File: src/rtl/cla_seq_pkg.sv
// cla_seq_pkg: shared state encoding, slice width and index-width helper for cla_seq_adder
package cla_seq_pkg;
  typedef enum logic [1:0] {IDLE = 2'd0, RUN = 2'd1, DONE = 2'd2} state_e;
  localparam int SLICE_W = 8;
  function automatic int idx_w(input int bytes);
    return (bytes > 1) ? $clog2(bytes) : 1;
  endfunction
endpackage

File: src/rtl/cla_seq_adder_cla.sv
// cla: 8-bit carry-lookahead adder cell (a + b + cin -> s, cout)
module cla (
  input  logic [7:0] a,
  input  logic [7:0] b,
  input  logic       cin,
  output logic [7:0] s,
  output logic       cout
);
  logic [7:0] g, p;
  logic [8:0] c;
  logic       t;
  always_comb begin
    g = a & b;
    p = a ^ b;
    c = '0;
    t = 1'b0;
    c[0] = cin;
    for (int i = 0; i < 8; i++) begin
      c[i+1] = cin;
      for (int j = 0; j <= i; j++) c[i+1] = c[i+1] & p[j];
      for (int j = 0; j <= i; j++) begin
        t = g[j];
        for (int k = j + 1; k <= i; k++) t = t & p[k];
        c[i+1] = c[i+1] | t;
      end
    end
    s = p ^ c[7:0];
    cout = c[8];
  end
endmodule

File: src/rtl/cla_seq_adder.sv
// cla_seq_adder: byte-serial W-bit add/sub through one shared 8-bit CLA slice; CLA_SEQ_ACCUM_EN adds the acc port
module cla_seq_adder
  import cla_seq_pkg::*;
#(
  parameter  int BYTES = 4,
  localparam int W     = SLICE_W * BYTES
) (
  input  logic         clock,
  input  logic         reset_n,
  input  logic         in_valid,
  output logic         in_ready,
  input  logic [W-1:0] op_a,
  input  logic [W-1:0] op_b,
  input  logic         sub,
`ifdef CLA_SEQ_ACCUM_EN
  input  logic         acc,
`endif
  output logic         out_valid,
  input  logic         out_ready,
  output logic [W-1:0] result,
  output logic         cout,
  output logic         overflow,
  output logic         zero
);
  localparam int IW = idx_w(BYTES);
  state_e               state_q, state_d;
  logic [IW-1:0]        idx_q, idx_d;
  logic                 carry_q, carry_d, ovf_q, ovf_d, zero_q, zero_d;
  logic [W-1:0]         a_q, a_d, b_q, b_d, res_q, res_d;
  logic [SLICE_W-1:0]   sum;
  logic                 c_out;
  logic                 acc_sel;
`ifdef CLA_SEQ_ACCUM_EN
  assign acc_sel = acc;
`else
  assign acc_sel = 1'b0;
`endif
  cla u_cla (
    .a   (a_q[SLICE_W*idx_q +: SLICE_W]),
    .b   (b_q[SLICE_W*idx_q +: SLICE_W]),
    .cin (carry_q),
    .s   (sum),
    .cout(c_out)
  );
  assign in_ready  = state_q == IDLE;
  assign out_valid = state_q == DONE;
  assign result    = res_q;
  assign cout      = carry_q;
  assign overflow  = ovf_q;
  assign zero      = zero_q;
  always_comb begin
    state_d = state_q;
    idx_d   = idx_q;
    carry_d = carry_q;
    a_d     = a_q;
    b_d     = b_q;
    res_d   = res_q;
    ovf_d   = ovf_q;
    zero_d  = zero_q;
    case (state_q)
      IDLE: if (in_valid) begin
        a_d     = acc_sel ? res_q : op_a;
        b_d     = sub ? ~op_b : op_b;
        carry_d = sub;
        idx_d   = '0;
        state_d = RUN;
      end
      RUN: begin
        res_d[SLICE_W*idx_q +: SLICE_W] = sum;
        carry_d = c_out;
        idx_d   = idx_q + 1'b1;
        if (idx_q == IW'(BYTES - 1)) begin
          state_d = DONE;
          ovf_d   = (a_q[W-1] == b_q[W-1]) & (sum[SLICE_W-1] != a_q[W-1]);
          zero_d  = ~|res_d;
        end
      end
      DONE: state_d = out_ready ? IDLE : DONE;
      default: state_d = IDLE;
    endcase
  end
  always_ff @(posedge clock) begin
    if (!reset_n) begin
      state_q <= IDLE;
      idx_q   <= '0;
      carry_q <= 1'b0;
      a_q     <= '0;
      b_q     <= '0;
      res_q   <= '0;
      ovf_q   <= 1'b0;
      zero_q  <= 1'b0;
    end else begin
      state_q <= state_d;
      idx_q   <= idx_d;
      carry_q <= carry_d;
      a_q     <= a_d;
      b_q     <= b_d;
      res_q   <= res_d;
      ovf_q   <= ovf_d;
      zero_q  <= zero_d;
    end
  end
endmodule
File: config.mk
export PLATFORM = sky130hd
export DESIGN_NAME = cla_seq_adder
export DESIGN_NICKNAME = d
export VERILOG_FILES = /design/src/rtl/cla_seq_pkg.sv /design/src/rtl/cla_seq_adder_cla.sv /design/src/rtl/cla_seq_adder.sv
export SDC_FILE = /design/constraint.sdc
export NUM_CORES = 1
export LEC_CHECK = 0
export BUFFER_PORTS_ARGS = -buffer_cell sky130_fd_sc_hd__buf_2
export CAP_MARGIN = 20
export CORE_ASPECT_RATIO = 1.25
export CORE_MARGIN = 10
export CORE_UTILIZATION = 50
export DETAILED_ROUTE_END_ITERATION = 7
export GPL_TIMING_DRIVEN = 0
export PLACE_DENSITY = 0.88
export SLEW_MARGIN = 20
export SYNTH_ARGS = -nofsm -noshare
export SYNTH_HDL_FRONTEND = slang
export SYNTH_SLANG_ARGS = --single-unit
export TNS_END_PERCENT = 10
File: constraint.sdc
create_clock -name clock -period 3.3 [get_ports clock]
set_input_delay 0 -clock clock [delete_from_list [all_inputs] [get_ports clock]]
set_output_delay 0 -clock clock [all_outputs]
set_load 0.02 [all_outputs]
# Word level (Yosys, flattened, before mapping)
# Cells that the tools add are included.
# totals
register_bits	103
latchBits	0
ram_bits	0
romBits	0
input_bits	69
word_cells	116
memories	0
# op_classes
addsub	2
multipliers	0
div	0
magnitude_cmp	0
eq_ne	7
shift	4
mux	10
n_bitwise	77
reduce_logical	8
# ops
cell	count
32-bit by 6-bit variable part select with 8-bit output	2
1-bit bitwise AND	37
1-bit bitwise OR	36
5-bit negator with 34-bit output	1
8-bit by 34-bit variable shift with 32-bit output (first input constant)	1
8-bit by 34-bit variable part select with 32-bit output	1
32-bit bitwise mux	1
32-bit two-way mux	1
32-bit NOT	1
32-bit OR reduction	1
8-bit XOR	2
8-bit bitwise AND	1
2-bit two-way mux	4
2-bit AND reduction	4
2-bit case mux with 3 select lines	1
2-bit equality test (second input constant)	2
2-bit inequality test (second input constant)	2
2-bit case mux with 2 select lines	1
2-bit by 1-bit adder with 2-bit output (second input constant)	1
2-bit by 1-bit equality test with 1-bit output (second input constant)	1
2-bit logical NOT	1
1-bit case mux with 2 select lines	1
2-bit nonzero test	1
1-bit equality test	1
3 further kinds	3

# Logic depth before layout (Yosys ltp)
# Gate-level depths: netlist of run 1.
# logic_depth
depth_word	21
mapped_depth	11
depth_no_buf	8

# By module
# From an unflattened synthesis of run 1, not the netlist that was laid out.
# hier_totals
hier_cells	537
hier_area_um2	5084.9
# by_module_without_submodules
module	n_inst	cells_each	area_each_um2	seq_area_each_um2
cla_seq_adder	1	498	4757.1	2062.0
cla	1	39	327.8	0.0

# Worst setup path after synthesis of run 1
# Ideal clock, no wire load.
# synth_timing
path_type	register to register
startpoint	reg idx_q[0]
endpoint	reg ovf_q (netlist: overflow)
t_arrival_ns	3.221
path_slack_ns	-0.043
stages_incl_launch_ff	12
n_path_buf	3
cell_sequence	dfxtp_1 > buf_2 > buf_2 > buf_2 > mux4_2 > ha_1 > ha_1 > o21ai_0 > a2bb2oi_2 > a41oi_2 > a21oi_1 > o311a_1
# synth_between
elab_chain_cells	19
# synth_lines
item	line_no	source
start, declared	cla_seq_adder.sv:27	logic [IW-1:0] idx_q, idx_d;
start signal, assigned	cla_seq_adder.sv:94	idx_q <= idx_d;
32-bit by 6-bit variable part select with 8-bit output (on tied branches)	cla_seq_adder.sv:39, cla_seq_adder.sv:40	
8-bit XOR	cla_seq_adder_cla.sv:14	p = a ^ b;
1-bit bitwise AND (7 in series)	cla_seq_adder_cla.sv:20	for (int j = 0; j <= i; j++) c[i+1] = c[i+1] & p[j];
1-bit bitwise OR (7 in series)	cla_seq_adder_cla.sv:24	c[i+1] = c[i+1] | t;
8-bit XOR	cla_seq_adder_cla.sv:27	s = p ^ c[7:0];
1-bit inequality test	cla_seq_adder.sv:74	ovf_d = (a_q[W-1] == b_q[W-1]) & (sum[SLICE_W-1] != a_q[W-1]);
1-bit bitwise AND	cla_seq_adder.sv:74	
end signal, assigned	cla_seq_adder.sv:99	ovf_q <= ovf_d;
end, declared	cla_seq_adder.sv:28	logic carry_q, carry_d, ovf_q, ovf_d, zero_q, zero_d;
# Parallel ways exist; a longest one is shown, timed or not.
# A chain may end at the register's enable or synchronous reset.

# Worst setup path in the final report of run 1
# layout_timing
startpoint	reg idx_q[1]
endpoint	reg res_q[14] (netlist: result[14])
# layout_between
elab_chain_cells	19
# layout_lines
item	line_no	source
32-bit by 6-bit variable part select with 8-bit output (on tied branches)	cla_seq_adder.sv:39, cla_seq_adder.sv:40	
8-bit XOR	cla_seq_adder_cla.sv:14	
1-bit bitwise AND (7 in series)	cla_seq_adder_cla.sv:20	
1-bit bitwise OR (7 in series)	cla_seq_adder_cla.sv:24	
8-bit XOR	cla_seq_adder_cla.sv:27	
8-bit by 34-bit variable part select with 32-bit output	cla_seq_adder.sv:69	res_d[SLICE_W*idx_q +: SLICE_W] = sum;
32-bit bitwise mux *	cla_seq_adder.sv:69	
end signal, assigned	cla_seq_adder.sv:98	res_q <= res_d;
end, declared	cla_seq_adder.sv:29	logic [W-1:0] a_q, a_d, b_q, b_d, res_q, res_d;
# Every way passes the cells marked *; elsewhere a longest branch is shown, timed or not.

==> results of run 1 <==
## area by class of cell
type                    instances  area share [%]
clock buffers                   9            3.38
well taps                     129            2.43
inverters                       4           0.226
multi-input cells             391            45.4
plain buffers                  36            2.88
repair buffers                143            13.5
clock inverters                 7            1.17
flip-flops and latches        103            31.0
## logic make-up (layout without fill, tap and decap cells)
logic type,count (synthesis),in the layout
simple gates,187,187
compound gates,136,136
flops,103,103
buf+inv,41,199
xor+xnor,34,34
mux,18,18
fa+ha+maj,16,16
## through the flow
stage | hold WS (ps) | util [%] | TNS (ps) | area, sq um
3_3_place_gp | 253 | 58.0 | -11810 | 5860
4_1_cts | 1.57 | 65.0 | 0 | 6570
2_1_floorplan | 145 | - | 0 | 5180
6_report | -6.45 | 65.9 | 0 | 6660
3_5_place_dp | 260 | 58.0 | -15130 | 5860
5_1_grt | 12.5 | 65.9 | -348 | 6660
## where the power goes
group	total [W]	switching, W	leakage [nW]	internal, W
logic	0.000667	0.000362	1.96	0.000304
registers	0.00136	0.0000482	0.844	0.00131
clock network	0.00111	0.000507	0.152	0.000598
total	0.00313	0.000918	2.96	0.00222
## worst max-delay path, stage by stage (launching register included)
cell	delay, ps
dfxtp_1	400
clkbuf_4	280
buf_4	240
mux4_2	410
ha_4	270
ha_1	210
o211ai_1	340
a21oi_2	130
or4_4	560
a32oi_1	260
nor2b_1	60
## worst min path at each step
stage | cells past startpoint | from | end
detailed placement | 3 | op_a[1] | a_q[1]
floorplan | 2 | op_a[10] | a_q[10]
finish | 4 | op_b[5] | b_q[5]
CTS | 4 | op_b[5] | b_q[5]
global route | 4 | op_b[15] | b_q[15]
global placement | 3 | op_a[17] | a_q[17]
## cells in the mapped netlist (3+ instances only)
library cell | instances | area [sq um]
a211oi_1 | 3 | 22.5
a21boi_0 | 35 | 263
a21o_1 | 4 | 30.0
a21oi_1 | 9 | 45.0
a22oi_1 | 23 | 173
a32oi_1 | 11 | 96.3
and2_1 | 4 | 25.0
buf_1 | 4 | 15.0
buf_2 | 10 | 50.1
clkbuf_1 | 22 | 82.6
dfxtp_1 | 103 | 2060
ha_1 | 15 | 188
inv_1 | 4 | 15.0
mux4_2 | 16 | 360
nand2_1 | 107 | 402
nand2b_1 | 4 | 25.0
nand3_1 | 3 | 15.0
nor2_1 | 8 | 30.0
nor2b_1 | 34 | 213
nor3_1 | 3 | 15.0
nor4_1 | 8 | 50.1
o211a_1 | 33 | 330
o21ai_0 | 5 | 25.0
xnor2_1 | 32 | 280
## registers in the layout, summed over array words and instances (netlist names)
signal    flops
cout          1
zero          1
state_q       2
a_q          32
result       32
idx_q         2
b_q          32
overflow      1
## what timing repair did
action | 4_1_cts | 5_1_grt
hold buffers | 33 | 0
hold endpoints to repair | 33 | 0
buffers inserted | 1 | 5
resized for setup | 18 | 10
pin swaps | 1 | 6
gates cloned | 0 | 0
endpoints found under the setup margin | 28 | 15
## per-layer routing
| metal | up-vias | global-route usage, % | routed length [microns] |
|---|---|---|---|
| li1 | 2227 | - | - |
| met1 | 2292 | 21.4 | 5840 |
| met2 | 268 | 35.1 | 7970 |
| met3 | 60 | 5.18 | 1290 |
| met4 | 0 | 12.0 | 707 |
| met5 | - | 0 | 0 |
==> impl_metrics.ini, run 1 <==
[run_status]
status = finished, violations left
violations = negative hold slack

[finish]
antenna_cells = 0
finalNonFillerCells = 822
drive_gt1_share_pct = 25.4
multi_input_comb_area_sq_um = 3020
area_growth_pct = 28.5
final_common_cell = buf_2
final_nets = 773
mostFrequentLayoutCells = buf_2 (111), nand2_1 (107), dfxtp_1 (102)
n_fill_cell = 743
register_area_sq_um = 2070

[synthesis]
post_synth_fa_ha_maj_area_fraction_pct = 4.01
synth-edff-count = 0
async_flop_share_pct = 0
syn_inst = 535
yosys.area_share.simple_pct = 18.1
synth_ff_type = dfxtp_1
syn_nets = 620
synth_top_family_by_area = compound AO/OA/AOI/OAI gates
yosysWarnings = 0
synth.area.mux_share_pct = 7.37
ys_ff_latch = 103
synth_compound_area_share_pct = 21.6
yosysSeqAreaShare_pct = 39.8
syn-cell-area_sq_um = 5180
synth_cell_types = 53
avgSynthCellArea_sq_um = 9.68
synth_xor_area_share_pct = 5.75

[clock_network]
clk-insertion-delay-late_ps = 350
clockBufferDepth = 2
path_clk_slew_ps = 80
cts_tree = yes
cts_max_level = 3
cts.sinks = 103
cts_buffers = 9
cts_root_buffer = clkbuf_16

[critical_path]
path_max_fanout = 10
cp-startpoint = idx_q[1]
reg2reg_depth = 10
reg2reg_from = idx_q[1]
rr_endpoint = result[14]
required_ps = 3550
cp.arrival_ps = 3520
cp-start-kind = register
path_class = reg -> reg
r2r_slack_ps = 30
crit_end = result[14]
crit_path_end_kind = register

[sta]
setup_ws_ps = 28.1
setup_violations = 0
worst_pin_slew_ps = 631
fin_skew_ps = 10.2
relSlewSlack_pct = 57.9
holdWs_ps = -6.45
fmax_ghz = 0.306
hold_violations = 3
drv_slew = 0
period_minus_slack_ps = 3270
finalCritPeriodShare_pct = 99.1

[place]
hpwl_microns = 11200
port_buffers = 104
gp_congestion = 0.883
place_ws_ps = -770
dpl.cell_count = 768

[die]
fp.dieH_microns = 134
core_area_sq_um = 10100
io_pins = 106
die_w_microns = 111
fp.dieArea_sq_um = 14900
start_util_pct = 51.2
std_cell_rows = 41

[grt]
grt.overflow.total = 0
grt_pass1_wl_microns = 24800
grt_pass1_vias = 5037
antenna_found_initial = 0
grt_usage_pct = 20.1
grt_max_degree = 19

[pwr]
p_leak_nw = 2.96
vdd_drop_max_mv = 0.256
power_density_nw_per_um2 = 471
finalPower_w = 0.00313

[drt]
vias = 4847
dr.pass1.iters = 5
avgViaCountPerCell = 5.90
postRouteAntennaNets = 0
drc_errors = 0
drt_iter0_drc = 422
wire_per_inst_microns = 19.2
drt-total-wl_microns = 15800

[flow_run]
drv_cap = 0

[worst_hold_path]
hold_class = in -> reg
(Power assumes the default switching activity.)
==> inputs of run 2 (changes only) <==
Settings changed: HOLD_SLACK_MARGIN set to 0.02, SLEW_MARGIN 20 to 15.
==> run 2 against run 1 <==
The flow finishes with violations (negative setup slack); clock power barely moved; routed wire length increased by 1.3%; count of clock-buffer cells in the layout unchanged; critical path depth unchanged; die area stayed put; first-iteration DRC count shrank 7.6%; flip-flop and latch count did not move; global-route usage grew 0.075 points; final cell count is 1.2% higher; core utilization is 0.99 points higher; largest cell class unchanged.
==> impl_metrics.ini, run 2 (synthesized netlist as in run 1, its figures left out) <==
[clock_network]
cts_buffers = 9
clockBufferDepth = 2
cts_max_level = 3
cts.sinks = 103
path_clk_slew_ps = 70
cts_root_buffer = clkbuf_16
cts_tree = yes
clk-insertion-delay-late_ps = 360

[pwr]
vdd_drop_max_mv = 0.255
p_leak_nw = 3.00
power_density_nw_per_um2 = 465

[die]
fp.dieArea_sq_um = 14900
die_w_microns = 111
std_cell_rows = 41
io_pins = 106
fp.dieH_microns = 134
start_util_pct = 51.2
core_area_sq_um = 10100

[sta]
drv_slew = 0
hold_violations = 0
finalCritPeriodShare_pct = 101
setup_ws_ps = -33.4
holdWs_ps = 5.65
fmax_ghz = 0.300
worst_pin_slew_ps = 653
period_minus_slack_ps = 3330
setup_violations = 1
relSlewSlack_pct = 56.4
fin_skew_ps = 9.59

[critical_path]
reg2reg_from = idx_q[1]
path_class = reg -> reg
crit_buf_inv = 2
cp-startpoint = idx_q[1]
cp-start-kind = register
crit_path_end_kind = register
worstPathCellList = clkbuf_4, buf_4, mux4_2, ha_4, ha_1, o211ai_1, a21oi_2, or4_4, a32oi_1, nor2b_1
required_ps = 3540
cpLargestDelayFamily = compound AO/OA/AOI/OAI gates
crit_end = result[22]
crit_cells = 10
r2r_slack_ps = -30
cp.arrival_ps = 3570
rr_endpoint = result[22]
cp_slowest_stage_delay_ps = 560
reg2reg_depth = 10
slowest_stage = or4_4
path_max_fanout = 10

[drt]
dr.pass1.iters = 5
wire_per_inst_microns = 19.2
drt-total-wl_microns = 16000
postRouteAntennaNets = 0
vias = 4880
drt_iter0_drc = 390
avgViaCountPerCell = 5.87
drc_errors = 0

[grt]
grt_pass1_vias = 5085
grt.overflow.total = 0
antenna_found_initial = 0
grt_max_degree = 19
grt_pass1_wl_microns = 24900
grt_usage_pct = 20.2

[place]
port_buffers = 104
hpwl_microns = 11200
place_ws_ps = -770
gp_congestion = 0.883
dpl.cell_count = 768

[flow_run]
drv_cap = 0

[finish]
area_growth_pct = 30.4
final_nets = 783
finalNonFillerCells = 832
final_common_cell = buf_2
multi_input_comb_area_sq_um = 3020
antenna_cells = 0
n_fill_cell = 725
drive_gt1_share_pct = 25.0
register_area_sq_um = 2070
mostFrequentLayoutCells = buf_2 (111), nand2_1 (107), dfxtp_1 (102)

[run_status]
status = finished, violations left
violations = negative setup slack

[worst_hold_path]
hold_class = in -> reg
==> run 2: cell count changes in the layout (fill, tap and decap cells not counted), sizes merged <==
cell         change
dlygate4sd3     +10
==> run 2: report_power, final <==
group | switching [W] | internal, W
Combinational | 0.000366 | 0.000312
Clock | 0.000505 | 0.000598
Sequential | 0.0000485 | 0.00131
Total | 0.000920 | 0.00222
==> run 2: layer usage <==
| metal | track usage [%] | vias to the layer above | routed length [microns] |
|---|---|---|---|
| li1 | - | 2244 | - |
| met1 | 21.6 | 2327 | 6000 |
| met2 | 35.3 | 248 | 8090 |
| met3 | 4.86 | 61 | 1210 |
| met4 | 12.0 | 0 | 715 |
| met5 | 0 | - | 0 |
==> run 2: through the flow <==
stage	setup TNS (ps)	area (sq um)	total power, W	utilization (%)
after global routing	-349	6760	0.00323	66.8
after floorplan	0	5180	0.00177	-
after detailed placement	-15130	5860	0.00196	58.0
after CTS	0	6670	0.00309	66.0
after global placement	-11810	5860	0.00193	58.0
final	-33.4	6760	0.00314	66.8
==> run 2: worst reg2reg max path, stage by stage (launching register included) <==
cell      delay [ps]
dfxtp_1          400
clkbuf_4         280
buf_4            240
mux4_2           410
ha_4             270
ha_1             210
o211ai_1         360
a21oi_2          130
or4_4            560
a32oi_1          270
nor2b_1           70
==> run 2: worst min path at each step <==
stage / cells after the start / endpoint / startpoint
after floorplan: 2 / a_q[10] / op_a[10]
after global placement: 3 / a_q[17] / op_a[17]
after detailed placement: 3 / a_q[1] / op_a[1]
after CTS: 4 / b_q[16] / op_b[16]
after global routing: 4 / b_q[16] / op_b[16]
final: 4 / b_q[16] / op_b[16]
==> run 2: cell type report <==
type	count	area share, %
buffer	36	2.83
clock buffer	9	3.33
clock inverter	7	1.15
inverter	4	0.222
multi-input combinational	391	44.7
sequential	103	30.6
tap	129	2.39
timing repair buffer	153	14.7
==> run 2: repair_timing <==
item	in CTS	in global routing
setup buffers	1	5
pin swaps	1	6
hold buffers	43	0
gates resized for setup	18	10
hold endpoints to repair	43	0
endpoints found under the setup margin	28	15
cloned	0	0
